**config.mk**
```make
export PLATFORM = sky130hd
export DESIGN_NAME = pll_drp_ctrl
export DESIGN_NICKNAME = d
export VERILOG_FILES = /design/src/rtl/pll_drp_ctrl.sv
export SDC_FILE = /design/constraint.sdc
export NUM_CORES = 1
export LEC_CHECK = 0
export BUFFER_PORTS_ARGS = -buffer_cell sky130_fd_sc_hd__buf_2
export CAP_MARGIN = 20
export CELL_PAD_IN_SITES_DETAIL_PLACEMENT = 2
export CELL_PAD_IN_SITES_GLOBAL_PLACEMENT = 2
export CORE_ASPECT_RATIO = 0.5
export CORE_UTILIZATION = 28
export CTS_CLUSTER_DIAMETER = 200
export DETAILED_ROUTE_END_ITERATION = 16
export GPL_TIMING_DRIVEN = 0
export PLACE_DENSITY_LB_ADDON = 0.12
export SYNTH_ARGS = -nofsm -noshare
export SYNTH_HDL_FRONTEND = slang
export SYNTH_SLANG_ARGS = --single-unit
```
**constraint.sdc**
```tcl
create_clock -name mdclk -period 2 [get_ports mdclk]
set_input_delay 0 -clock mdclk [delete_from_list [all_inputs] [get_ports mdclk]]
set_output_delay 0 -clock mdclk [all_outputs]
set_load 0.05 [all_outputs]
```
**src/rtl/pll_drp_ctrl.sv**
```systemverilog
// PLL DRP command controller: address/write/read sequencing on the DRP bus plus a PLL
// reset-and-lock-wait "apply" command. Define PLL_DRP_VERIFY_EN to read back every write.
module pll_drp_ctrl #(
    parameter int RST_CYCLES   = 16,
    parameter int LOCK_TIMEOUT = 50000
) (
    input  logic       mdclk,
    input  logic       reset,
    input  logic       req_valid,
    output logic       req_ready,
    input  logic [1:0] req_cmd,
    input  logic [7:0] req_addr,
    input  logic [7:0] req_wdata,
    output logic       resp_valid,
    output logic [7:0] resp_rdata,
    output logic       resp_err,
    output logic [1:0] mdopc,
    output logic       mdainc,
    output logic [7:0] mdwdi,
    input  logic [7:0] mdrdo,
    output logic       pll_rst,
    input  logic       pll_lock,
    output logic       locked
);

    localparam int CNT_W = 20;
    localparam logic [CNT_W-1:0] RST_LAST  = CNT_W'(RST_CYCLES - 1);
    localparam logic [CNT_W-1:0] LOCK_LAST = CNT_W'(LOCK_TIMEOUT - 1);

    typedef enum logic [3:0] {
        IDLE, ADDR, WR, RD, RDCAP, RST, LOCKWAIT, DONE
`ifdef PLL_DRP_VERIFY_EN
        , VRD, VCAP
`endif
    } state_t;

    state_t             state, state_nxt;
    logic [1:0]         cmd_q;
    logic [7:0]         addr_q, wdata_q, rdata_q;
    logic               err_q, timeout;
    logic [CNT_W-1:0]   cnt;
    logic               lock_p0, lock_p1, lock_q;
    logic [1:0]         hi_cnt;

    always_ff @(posedge mdclk) begin
        if (reset) state <= IDLE;
        else       state <= state_nxt;
    end

    always_comb begin
        state_nxt = state;
        timeout   = 1'b0;
        case (state)
            IDLE: begin
                if (req_valid) begin
                    case (req_cmd)
                        2'b00, 2'b01: state_nxt = ADDR;
                        2'b10:        state_nxt = RST;
                        default:      state_nxt = DONE;
                    endcase
                end
            end
            ADDR:  state_nxt = (cmd_q == 2'b00) ? WR : RD;
`ifdef PLL_DRP_VERIFY_EN
            WR:    state_nxt = VRD;
            VRD:   state_nxt = VCAP;
            VCAP:  state_nxt = DONE;
`else
            WR:    state_nxt = DONE;
`endif
            RD:    state_nxt = RDCAP;
            RDCAP: state_nxt = DONE;
            RST:   if (cnt == RST_LAST) state_nxt = LOCKWAIT;
            LOCKWAIT: begin
                // A lock seen in the same cycle as the last timeout count wins.
                if (locked) begin
                    state_nxt = DONE;
                end else if (cnt == LOCK_LAST) begin
                    state_nxt = DONE;
                    timeout   = 1'b1;
                end
            end
            DONE:    state_nxt = IDLE;
            default: state_nxt = IDLE;
        endcase
    end

    // Shared cycle counter restarts on every state change.
    always_ff @(posedge mdclk) begin
        if (reset)                                  cnt <= '0;
        else if (state_nxt != state)                cnt <= '0;
        else if (state == RST || state == LOCKWAIT) cnt <= cnt + CNT_W'(1);
    end

    always_ff @(posedge mdclk) begin
        if (reset) begin
            cmd_q   <= 2'b00;
            addr_q  <= 8'h00;
            wdata_q <= 8'h00;
            rdata_q <= 8'h00;
            err_q   <= 1'b0;
        end else begin
            if (state == IDLE && req_valid) begin
                cmd_q   <= req_cmd;
                addr_q  <= req_addr;
                wdata_q <= req_wdata;
                err_q   <= (req_cmd == 2'b11);
            end
            if (state == RDCAP) rdata_q <= mdrdo;
`ifdef PLL_DRP_VERIFY_EN
            if (state == VCAP) begin
                rdata_q <= mdrdo;
                err_q   <= (mdrdo != wdata_q);
            end
`endif
            if (timeout) err_q <= 1'b1;
        end
    end

    // Lock qualifier: two-flop synchronizer, then four consecutive high samples.
    always_ff @(posedge mdclk) begin
        if (reset) begin
            lock_p0 <= 1'b0;
            lock_p1 <= 1'b0;
            hi_cnt  <= 2'd0;
            lock_q  <= 1'b0;
        end else begin
            lock_p0 <= pll_lock;
            lock_p1 <= lock_p0;
            if (pll_rst || !lock_p1) begin
                hi_cnt <= 2'd0;
                lock_q <= 1'b0;
            end else if (hi_cnt == 2'd3) begin
                lock_q <= 1'b1;
            end else begin
                hi_cnt <= hi_cnt + 2'd1;
            end
        end
    end

    always_comb begin
        mdopc = 2'b00;
        mdwdi = 8'h00;
        case (state)
            ADDR: begin mdopc = 2'b11; mdwdi = addr_q;  end
            WR:   begin mdopc = 2'b01; mdwdi = wdata_q; end
            RD:   mdopc = 2'b10;
`ifdef PLL_DRP_VERIFY_EN
            VRD:  mdopc = 2'b10;
`endif
            default: ;
        endcase
    end

    assign req_ready  = (state == IDLE);
    assign resp_valid = (state == DONE);
    assign resp_err   = resp_valid & err_q;
    assign resp_rdata = rdata_q;
    assign pll_rst    = (state == RST);
    assign locked     = lock_q & ~pll_rst;
    assign mdainc     = 1'b0;

endmodule

```
==> impl_metrics.json <==
{
  "status": "complete, but fails checks",
  "violations": "negative setup slack",
  "cts_buffers": 5,
  "clockBufferDepth": 2,
  "slowest_delay_ns": 0.47,
  "routedWlPerCell_um": 17.5,
  "setup_slack_ns": -0.204,
  "pre_cts_ws_ns": -0.463,
  "nFillCells": 980,
  "yosysUniqueCellTypes": 43,
  "die_y_um": 69.8,
  "power_switching_w": 0.000671,
  "slew_headroom_pct": 60.3,
  "hold_path.class": "in2reg",
  "power.share.clock_pct": 39.5,
  "clk_pin_slew_worst_paths_ns": 0.07,
  "drc": 0,
  "p_leak_nw": 1.40,
  "fmax_mhz": 454,
  "grt_use_total_pct": 20.8,
  "period_minus_slack_ns": 2.20,
  "synthAdderAreaFrac_pct": 0.973,
  "rows": 24,
  "start_util_pct": 29.2,
  "hold_violations": 0,
  "worstPathArrival_ns": 2.40,
  "synthMuxAreaShare_pct": 0.778,
  "setup_viol": 22,
  "start_kind": "flop",
  "viasPerCell": 4.91,
  "slowest_stage": "or4b_4",
  "irDropWorstVdd_mv": 0.401,
  "cts.sinks": 56,
  "cts_root_buffer": "clkbuf_16",
  "ys_dominant_reg_cell": "dfxtp_1",
  "cp_data_required_time_ns": 2.20,
  "die-area_mm2": 0.00960,
  "switching_share_pct": 26.2,
  "avgSynthCellArea_um2": 8.25,
  "rsz0062_at_grt": "yes",
  "nets": 442,
  "worst-setup-path-type": "reg2reg",
  "worstMarginPinSlew_ns": 0.593,
  "grt_start_max_net_pins": 17,
  "grt_pass1_wl_um": 15000,
  "cts_htree_levels": 2,
  "io_pins": 54,
  "path_delay_family": "simple AND/OR/NAND/NOR gates",
  "internal_power_w": 0.00189,
  "synth_edf_count": 0,
  "clk_latency_ns": 0.30,
  "syn_to_final_growth_pct": 46.4,
  "final.period_utilization_pct": 110,
  "hpwlAfterDp_um": 6040,
  "synth-simple-area-share_pct": 29.8,
  "comb_power_share_pct": 14.8,
  "io_buffers": 51,
  "core_mm2": 0.00880,
  "synth_warnings": 0,
  "syn_inst": 312,
  "p_per_area_mw_per_mm2": 680,
  "crit_fanout": 2,
  "path_cells": "ha_4, or4b_4, nor4_4, buf_4, nand3_4, buf_6, a21o_1, a2111oi_2",
  "cts_tree": "yes",
  "synth_compound_area_share_pct": 13.3,
  "routabilityCongestion": 0.724,
  "totalWireLength_um": 9210,
  "synth_top_family_by_area": "simple AND/OR/NAND/NOR gates",
  "final_cell_mix": "nand2_1, dfxtp_1, buf_2",
  "end_kind": "flop",
  "drtPass1Iterations": 4,
  "layout_commonest_cell": "nand2_1",
  "synth-xor-area-share_pct": 7.49,
  "gr-total-overflow": 0,
  "ant_nets": 0,
  "finalMaxSlewViolations": 0,
  "cap_violations": 0,
  "drive_gt1_share_pct": 29.0,
  "seqPwrFrac_pct": 45.7,
  "ys_seq_elements": 56,
  "fin_skew_ns": 0.00556,
  "cp.buffers_inverters": 2,
  "drtIter0Drc": 72,
  "vias": 2593,
  "antenna_found_initial": 0,
  "grt_pass1_vias": 2910,
  "ys_seq_area_share_pct": 43.6,
  "total_power_w": 0.00256,
  "synth-async-reset-ratio_pct": 0,
  "netlist_area_mm2": 0.00257,
  "die_width_um": 138,
  "diodes": 0
}
==> metrics by stage <==
stage / TNS, ns / instances / hold slack (ns) / utilization [%] / instance area, um^2
floorplan: -0.673 / 313 / 0.128 / - / 2610
global placement: -13.09 / 481 / 0.208 / 34.3 / 3010
detailed placement: -11.18 / 482 / 0.219 / 34.3 / 3020
CTS: -3.76 / 528 / 0.157 / 42.0 / 3700
global route: -6.48 / 528 / 0.178 / 42.8 / 3770
finish: -3.94 / 528 / 0.156 / 42.8 / 3770
==> final cells by class <==
cell class | count | area, um^2 | area share (%)
Inverter | 2 | 7.51 | 0.199
Clock buffer | 6 | 129 | 3.42
Multi-Input combinational cell | 234 | 1540 | 40.9
Tap cell | 117 | 146 | 3.89
Clock inverter | 2 | 35.0 | 0.930
Buffer | 18 | 111 | 2.96
Timing Repair Buffer | 93 | 667 | 17.7
Sequential cell | 56 | 1130 | 30.0
==> synth_stat cells, types with 5 or more instances <==
cell type	n	area, um^2
nand2_1	63	236
dfxtp_1	56	1120
nor3_1	33	165
a21oi_1	30	150
clkbuf_1	14	52.6
xor2_1	13	114
nor2_1	12	45.0
xnor2_1	9	78.8
a22o_1	8	70.1
nand3_1	7	35.0
nand4_1	7	43.8
or3_1	5	31.3
==> registers in the layout, indices dropped and copies added, names as in the netlist, 2 cells and up <==
signal	cells
hi_cnt	2
addr_q	8
resp_rdata	8
state	4
cmd_q	2
cnt	20
wdata_q	8
==> power by group through the flow <==
stage,registers (W),logic [W],clock network (W)
finish,0.00117,0.000380,0.00101
global route,0.00117,0.000413,0.00109
CTS,0.00117,0.000366,0.00104
detailed placement,0.00119,0.000288,0
global placement,0.00119,0.000279,0
floorplan,0.00120,0.000182,0
==> what timing repair did <==
item,CTS,global route
endpoints found under the setup margin,41,56
hold buffers,27,0
setup buffers,10,3
cloned,2,0
pin swaps,6,3
gates resized for setup,39,20
hold endpoints to repair,27,0
==> cells by family after synthesis <==
family | count (synthesis)
AND/OR/NAND/NOR | 153
flip-flops | 56
AO/OA/AOI/OAI | 53
buffers and inverters | 23
XOR/XNOR | 22
adder cells (fa/ha/maj) | 2
multiplexers | 2
other | 1
==> path summary, 6_finish.rpt <==
kind | from | end | slack [ns] | cells past startpoint
min reg2reg | lock_p0$_SDFF_PP0_ | lock_p1$_SDFF_PP0_ | 0.44 | 1
max | cnt[1]$_SDFFE_PP0P_ | state[1]$_SDFF_PP0_ | -0.20 | 8
max reg2reg | cnt[1]$_SDFFE_PP0P_ | state[1]$_SDFF_PP0_ | -0.20 | 8
min | reset | state[1]$_SDFF_PP0_ | 0.16 | 2
==> layer usage <==
layer	GRT usage [%]	vias up	share of wire, %
met5	0	-	0
met4	4.64	0	0.61
met3	4.39	5	2.7
met2	37.5	35	52
met1	25.0	1267	44
li1	-	1286	-
Power figures use the tool's default switching activity.
